**config.mk**
```make
export PLATFORM = sky130hd
export DESIGN_NAME = adc_sample_averager
export DESIGN_NICKNAME = d
export VERILOG_FILES = /design/src/rtl/adc_sample_averager.sv
export SDC_FILE = /design/constraint.sdc
export NUM_CORES = 1
export LEC_CHECK = 0
export CORE_MARGIN = 8
export CORE_UTILIZATION = 40
export CTS_CLUSTER_DIAMETER = 120
export DETAILED_ROUTE_END_ITERATION = 12
export GPL_TIMING_DRIVEN = 0
export SYNTH_ARGS = -nofsm -noshare
export SYNTH_HDL_FRONTEND = slang
export SYNTH_SLANG_ARGS = --single-unit
```
**constraint.sdc**
```tcl
create_clock -name clk -period 5.4 [get_ports clk]
set_input_delay 1.08 -clock clk [delete_from_list [all_inputs] [get_ports clk]]
set_output_delay 1.08 -clock clk [all_outputs]
set_load 0.03 [all_outputs]
```
**src/rtl/adc_sample_averager.sv**
```systemverilog
// Per-channel power-of-two boxcar averager for ADC128S022 results, with a ready/valid
// output and a bank of last averages. Define ADC_AVG_ROUND_EN for round-half-up with saturation.
module adc_sample_averager #(
    parameter int AVG_LOG2 = 3,
    parameter int DATA_W   = 12,
    parameter int NUM_CH   = 8
) (
    input  logic              clk,
    input  logic              rst,
    input  logic [DATA_W-1:0] sample_data,
    input  logic [2:0]        sample_chan,
    input  logic              sample_valid,
    input  logic              flush,
    output logic [DATA_W-1:0] avg_data,
    output logic [2:0]        avg_chan,
    output logic              avg_valid,
    input  logic              avg_ready,
    input  logic [2:0]        rd_chan,
    output logic [DATA_W-1:0] rd_data,
    output logic [AVG_LOG2:0] fill_cnt,
    output logic              overrun
);

`ifdef ADC_AVG_ROUND_EN
    localparam int ACC_W = DATA_W + AVG_LOG2 + 1;
`else
    localparam int ACC_W = DATA_W + AVG_LOG2;
`endif
    localparam int               CNT_W    = AVG_LOG2 + 1;
    localparam logic [CNT_W-1:0] CNT_LAST = CNT_W'((1 << AVG_LOG2) - 1);

    typedef enum logic {
        OUT_EMPTY,
        OUT_FULL
    } out_state_t;

    logic [ACC_W-1:0]  acc_vec  [NUM_CH];
    logic [CNT_W-1:0]  cnt_vec  [NUM_CH];
    logic [DATA_W-1:0] bank_vec [NUM_CH];

    logic [ACC_W-1:0]  sel_acc;
    logic [CNT_W-1:0]  sel_cnt;
    logic [ACC_W-1:0]  acc_add;
    logic [DATA_W-1:0] avg_value;
    logic              take;
    logic              complete;

    out_state_t        state_q, state_d;
    logic              load_out;
    logic              set_overrun;
    logic [DATA_W-1:0] avg_data_q;
    logic [2:0]        avg_chan_q;
    logic              overrun_q;

    // A sample coinciding with flush is discarded outright.
    assign take     = sample_valid && !flush;
    assign sel_acc  = acc_vec[sample_chan];
    assign sel_cnt  = cnt_vec[sample_chan];
    assign acc_add  = sel_acc + ACC_W'(sample_data);
    assign complete = take && (sel_cnt == CNT_LAST);

`ifdef ADC_AVG_ROUND_EN
    localparam int               RND_SH = (AVG_LOG2 > 0) ? AVG_LOG2 - 1 : 0;
    localparam logic [ACC_W-1:0] RND    = (AVG_LOG2 > 0) ? (ACC_W'(1) << RND_SH) : '0;

    logic [ACC_W-1:0] sum_rnd;
    logic [ACC_W-1:0] shifted;

    assign sum_rnd   = acc_add + RND;
    assign shifted   = sum_rnd >> AVG_LOG2;
    assign avg_value = (|shifted[ACC_W-1:DATA_W]) ? {DATA_W{1'b1}} : shifted[DATA_W-1:0];
`else
    assign avg_value = DATA_W'(acc_add >> AVG_LOG2);
`endif

    genvar gi;
    generate
        for (gi = 0; gi < NUM_CH; gi++) begin : g_ch
            logic [ACC_W-1:0]  acc_q;
            logic [CNT_W-1:0]  cnt_q;
            logic [DATA_W-1:0] bank_q;
            logic              hit;

            assign hit = take && (sample_chan == 3'(gi));

            always_ff @(posedge clk) begin
                if (rst || flush) begin
                    acc_q <= '0;
                    cnt_q <= '0;
                end else if (hit) begin
                    if (cnt_q == CNT_LAST) begin
                        acc_q <= '0;
                        cnt_q <= '0;
                    end else begin
                        acc_q <= acc_add;
                        cnt_q <= cnt_q + CNT_W'(1);
                    end
                end
            end

            // The bank survives flush so the display keeps the last good value.
            always_ff @(posedge clk) begin
                if (rst) begin
                    bank_q <= '0;
                end else if (hit && (cnt_q == CNT_LAST)) begin
                    bank_q <= avg_value;
                end
            end

            assign acc_vec[gi]  = acc_q;
            assign cnt_vec[gi]  = cnt_q;
            assign bank_vec[gi] = bank_q;
        end
    endgenerate

    always_comb begin
        state_d     = state_q;
        load_out    = 1'b0;
        set_overrun = 1'b0;
        unique case (state_q)
            OUT_EMPTY: begin
                if (complete) begin
                    load_out = 1'b1;
                    state_d  = OUT_FULL;
                end
            end
            OUT_FULL: begin
                if (avg_ready) begin
                    if (complete) begin
                        load_out = 1'b1;
                    end else begin
                        state_d = OUT_EMPTY;
                    end
                end else if (complete) begin
                    set_overrun = 1'b1;
                end
            end
        endcase
    end

    always_ff @(posedge clk) begin
        if (rst || flush) begin
            state_q    <= OUT_EMPTY;
            avg_data_q <= '0;
            avg_chan_q <= '0;
        end else begin
            state_q <= state_d;
            if (load_out) begin
                avg_data_q <= avg_value;
                avg_chan_q <= sample_chan;
            end
        end
    end

    always_ff @(posedge clk) begin
        if (rst) begin
            overrun_q <= 1'b0;
        end else if (set_overrun) begin
            overrun_q <= 1'b1;
        end
    end

    assign avg_data  = avg_data_q;
    assign avg_chan  = avg_chan_q;
    assign avg_valid = (state_q == OUT_FULL);
    assign overrun   = overrun_q;
    assign rd_data   = bank_vec[rd_chan];
    assign fill_cnt  = cnt_vec[sample_chan];

endmodule

```
==> results of run 1 <==
[path summary, 6_finish.rpt]
check	startpoint	to	slack [ns]	cells past startpoint
max	sample_chan[1]	g_ch[4].bank_q[9]$_SDFFE_PP0P_	0.17	17
min reg2reg	g_ch[0].acc_q[12]$_SDFFE_PP0P_	g_ch[0].acc_q[12]$_SDFFE_PP0P_	0.45	2
max reg2reg	g_ch[7].acc_q[0]$_SDFFE_PP0P_	g_ch[4].bank_q[9]$_SDFFE_PP0P_	1.72	11
min	g_ch[0].acc_q[12]$_SDFFE_PP0P_	g_ch[0].acc_q[12]$_SDFFE_PP0P_	0.45	2
[per-layer routing]
layer	up-vias	wire length, µm	part of all wire	GRT usage
met5	-	0	0	0
met4	0	1028	0.024	0.05986
met3	65	3939	0.092	0.04582
met2	485	19360	0.45	0.3459
met1	5551	18290	0.43	0.3010
li1	5150	-	-	-
[power breakdown]
group	total, mW	leakage [nW]	internal [mW]	switching, mW
clock	1.99	0.481	1.17	0.825
sequential	1.96	2.13	1.96	0.00258
combinational	0.246	2.57	0.0736	0.172
total	4.20	5.19	3.20	1.00
[registers in the layout, summed over array words and instances (netlist names)]
signal       flops
avg_valid        1
avg_data        12
g_ch.bank_q     96
avg_chan         3
g_ch.acc_q     120
g_ch.cnt_q      32
overrun          1
[kinds of logic after synthesis]
| group | share of synthesized area |
|---|---|
| adders and majority gates | 0.02143 |
| xor gates and xnor gates | 0.009722 |
| and+or+nand+nor | 0.2097 |
| DFF | 0.4206 |
| AOI/OAI and AO/OA | 0.1409 |
| muxes | 0.1582 |
| buffers and inverters | 0.03939 |
[layout by cell type (no fill, tap or decap), types with 15 or more instances in the layout]
cell type / n
a21o_1: 18
a21oi_1: 126
a22oi_1: 40
a32o_1: 16
a32oi_1: 24
buf_1: 15
clkbuf_1: 70
clkbuf_16: 29
clkdlybuf4s50_1: 50
dfxtp_1: 265
ha_1: 20
mux2_2: 36
mux2i_1: 16
mux4_2: 53
nand2_1: 182
nand3_1: 93
nor2_1: 180
nor3_1: 27
o21ai_0: 15
[timing repair]
| item | CTS | global route |
|---|---|---|
| endpoints found under the setup margin | 206 | 100 |
| gates resized for setup | 23 | 9 |
| endpoints found under the hold margin | 0 | 0 |
[layout make-up]
type	count	area, µm²
Clock buffer	43	878.3
Multi-Input combinational cell	995	6865
Sequential cell	265	5305
Buffer	112	521.8
Inverter	2	7.507
Fill cell	2987	16640
Tap cell	402	503.0
Clock inverter	9	77.57
Timing Repair Buffer	51	509.2
[worst reg2reg max path, stage by stage, from the launching register on]
cell	delay (ns)
dfxtp_1	0.31
mux4_2	0.47
mux2_2	0.28
ha_1	0.23
fa_2	0.43
a211o_1	0.32
and2_1	0.20
a21oi_4	0.26
and3_1	0.21
clkbuf_1	0.41
nor2_4	0.17
a211oi_1	0.30
==> out/results.ini, run 1 <==
[logic_synthesis]
syn_inst=1376
syn_avg_cell_area_um2=9.166
synth_area_um2=12610
synth.distinct_cells=59
yosysWarningCount=0
synth_commonest_cells=dfxtp_1 (265), nand2_1 (182), nor2_1 (180)
seq_area_frac_synth=0.4206
synth_top_cell_by_area=dfxtp_1
synthFlopType=dfxtp_1
ys_top_cells_by_area=dfxtp_1 (42%), mux4_2 (9.5%), nand2_1 (5.4%), nor2_1 (5.4%), a21oi_1 (5.1%)
synth_edf_count=0
ys_seq_elements=265
syn_nets=1420
yosysTopAreaCellShare=0.4206
async_reset_ff_frac=0
yosysMostFrequentCell=dfxtp_1

[floorplanning]
coreArea_um2=31310
die_y_um=193.6
start_util=0.4028
ioPinCount=56
fp-row-count=65
die_w_um=193.6
dieArea_um2=37470

[layout]
syn_to_final_growth_pct=16.30
fin_util=0.4685
fin_cells=1879
nNetsFinal=1500
diodes=0
stdcell_area_um2=14670
drive_gt1_frac=0.1381

[timing]
worst_slack_ns=0.1736
fmax_ghz=0.1913
hold_violations=0
rsz0062_at_grt=false
min_period_over_period=0.9679
tns_ns=0
slew-limit-headroom=0.1958
slew_viol_final=0
whs_ns=0.4533
finClkSkew_ns=0.02128
setup_viol_count_final=0
tightest_slew_ns=1.202
finalCriticalPeriod_ns=5.226

[detailed_routing]
wl_per_cell_um=22.68
ant_nets=0
dr.first_iter.drc_count=1184
drt-total-wl_um=42620
dr.pass1.iters=6
detail_route.vias_per_cell=5.988
drcViolationCount=0
vias=11251

[critical_path]
cp.arrival_ns=5.68
critPathBufInv=7
cpMostUsedCell=buf_4
max_stage_delay_ns=0.43
crit_chain=buf_4 > buf_4 > buf_2 > buf_6 > buf_6 > buf_4 > mux4_2 > mux2_2 > ha_1 > fa_2 > a211o_1 > and2_1 > a21oi_4 > and3_1 > clkbuf_1 > nor2_4 > a211oi_1
critPathLaunchType=input port
crit_family=buffers and inverters
crit_fanout=10
crit_required_ns=5.86
critPathSlowestCell=fa_2
end_kind=register
critPathKind=input port to register

[clock_network]
post_cts_buffers=0
clock-sinks=265
cts_max_path_buffers=3
clk_pin_slew_worst_paths_ns=0.07
postCtsHoldBufs=0
cts_root_buf=clkbuf_16
clk_latency_ns=0.55
numCtsBuffers=29
htree_levels=1
cts_tree=done

[job]
drv_cap=0

[grt]
grt_pass1_vias=10714
grt_max_degree=14
antenna_found_initial=0
grt_first_pass_wirelength_um=65210
grt-ovfl-total=0
track_usage=0.2194

[placed_design]
hpwl_um=30780
gp_congestion=0.8985
dp.cells=1829
place_area_um2=13630
place_ws_ns=-1.662
port_buffers=51

[pwr]
ir_worst_vdd_v=0.0002109
p_per_area_nw_per_um2=286.3
p_leak_nw=5.186
design_power_total_mw=4.199

[hold_path]
hold_class=register to register

[status]
status=finished clean

Power figures use the tool's default switching activity.
==> inputs of run 2 (changes only) <==
--- a/config.mk
+++ b/config.mk
@@ -10,6 +10,7 @@
 export CTS_CLUSTER_DIAMETER = 120
 export DETAILED_ROUTE_END_ITERATION = 12
 export GPL_TIMING_DRIVEN = 0
+export MAX_ROUTING_LAYER = met4
 export SYNTH_ARGS = -nofsm -noshare
 export SYNTH_HDL_FRONTEND = slang
 export SYNTH_SLANG_ARGS = --single-unit
==> out/results.ini, run 2 (synthesis gave the netlist of run 1 again) <==
[clock_network]
clock-sinks=265
clk_pin_slew_worst_paths_ns=0.06
numCtsBuffers=29
cts_max_path_buffers=3
cts_root_buf=clkbuf_16
cts_tree=done
postCtsHoldBufs=0
clk_latency_ns=0.56
htree_levels=1

[grt]
grt_max_degree=14
grt-ovfl-total=0
track_usage=0.2260
grt_first_pass_wirelength_um=65230
antenna_found_initial=0
grt_pass1_vias=10713

[pwr]
p_leak_nw=5.192
ir_worst_vdd_v=0.0002138
design_power_total_mw=4.203
p_per_area_nw_per_um2=286.4

[layout]
drive_gt1_frac=0.1401
nFillCells=2988
largest-register=g_ch.acc_q
largest_reg_flops=120
nNetsFinal=1500
mostFrequentLayoutCell=dfxtp_1
layout_common_cells=dfxtp_1 (265), nand2_1 (182), nor2_1 (180), a21oi_1 (126), nand3_1 (93)
fin_util=0.4687
reg_top3=g_ch.acc_q (120), g_ch.bank_q (96), g_ch.cnt_q (32)
syn_to_final_growth_pct=16.36
fin_cells=1879
diodes=0

[critical_path]
crit_required_ns=5.86
crit_path_start=sample_chan[1]
critPathLaunchType=input port
r2r_start=g_ch[7].acc_q[0]$_SDFFE_PP0P_
cp.arrival_ns=5.69
crit_fanout=10
end_kind=register
critPathKind=input port to register

[timing]
finalCriticalPeriod_ns=5.230
min_period_over_period=0.9685
setup_viol_count_final=0
rsz0062_at_grt=false
slew_viol_final=0
fmax_ghz=0.1912
hold_violations=0
tightest_slew_ns=1.172
slew-limit-headroom=0.2129
tns_ns=0
finClkSkew_ns=0.02331

[floorplanning]
coreArea_um2=31310
die_y_um=193.6
start_util=0.4028
die_w_um=193.6
dieArea_um2=37470
ioPinCount=56
fp-row-count=65

[hold_path]
hold_start=g_ch[7].acc_q[0]$_SDFFE_PP0P_
hold_class=register to register

[detailed_routing]
drcViolationCount=0
detail_route.vias_per_cell=5.984
wl_per_cell_um=22.71
dr.first_iter.drc_count=956
wl_met1_um=18250
vias=11244
dr_wl_met3_um=4043
dr.pass1.iters=6
highest_layer=met4
wl_met2_um=19440
drt-total-wl_um=42680
ant_nets=0

[status]
status=finished clean

[job]
drv_cap=0

[placed_design]
dp.cells=1829
port_buffers=51
gp_congestion=0.9138
hpwl_um=30780

==> run 2: cell count changes in the layout (fill, tap and decap cells not counted), sizes merged <==
cell    before  now
buf         38   37
clkbuf     117  118
==> run 2: critical path, cell delays in order <==
cell	delay, ns
buf_4	0.21
buf_4	0.26
buf_2	0.27
buf_6	0.22
buf_6	0.21
buf_4	0.27
mux4_2	0.33
mux2_2	0.28
ha_1	0.23
fa_2	0.43
a211o_1	0.33
and2_1	0.20
a21oi_4	0.25
and3_1	0.20
clkbuf_1	0.42
nor2_4	0.17
a211oi_1	0.30
==> run 2: layout make-up <==
type | count | area [µm²] | area share
repair buffers | 51 | 509.2 | 0.03470
clock inverters | 9 | 77.57 | 0.005286
well taps | 402 | 503.0 | 0.03427
plain buffers | 112 | 524.3 | 0.03572
inverters | 2 | 7.507 | 0.0005116
multi-input cells | 995 | 6870 | 0.4682
flip-flops and latches | 265 | 5305 | 0.3615
clock buffers | 43 | 878.3 | 0.05985
==> run 2: report_power, final <==
group          internal [mW]  switching [mW]
combinational         0.0741           0.173
clock                   1.17           0.829
sequential              1.96         0.00257
total                   3.20            1.00
==> run 2: metal layers <==
metal	GRT usage	vias to the layer above
met2	0.3477	511
met5	-	-
met3	0.04512	66
met1	0.3015	5513
li1	-	5154
met4	0.05730	0
==> run 2: per-stage QoR <==
| step | cell area [µm²] | hold slack (ns) | setup slack (ns) |
|---|---|---|---|
| after floorplan | 12610 | 0.4285 | 0.1883 |
| after global placement | 13630 | 0.4361 | -1.604 |
| after detailed placement | 13630 | 0.4442 | -1.662 |
| after global routing | 14680 | 0.4650 | 0.03877 |
| after CTS | 14650 | 0.4522 | 0.02639 |
| final | 14680 | 0.4522 | 0.1700 |
==> run 2: final timing paths <==
check                                                      end  slack [ns]  cells past startpoint
worst max-delay path            g_ch[4].bank_q[9]$_SDFFE_PP0P_        0.17                     17
worst min-delay path             g_ch[7].acc_q[0]$_SDFFE_PP0P_        0.45                      2
worst max register to register  g_ch[4].bank_q[9]$_SDFFE_PP0P_        1.73                     11
worst min register to register   g_ch[7].acc_q[0]$_SDFFE_PP0P_        0.45                      2
==> run 2: what timing repair did <==
action	in CTS	in global routing
setup endpoints to repair	206	98
endpoints found under the hold margin	0	0
buffers inserted	0	0
pin swaps	0	0
gates resized for setup	23	13
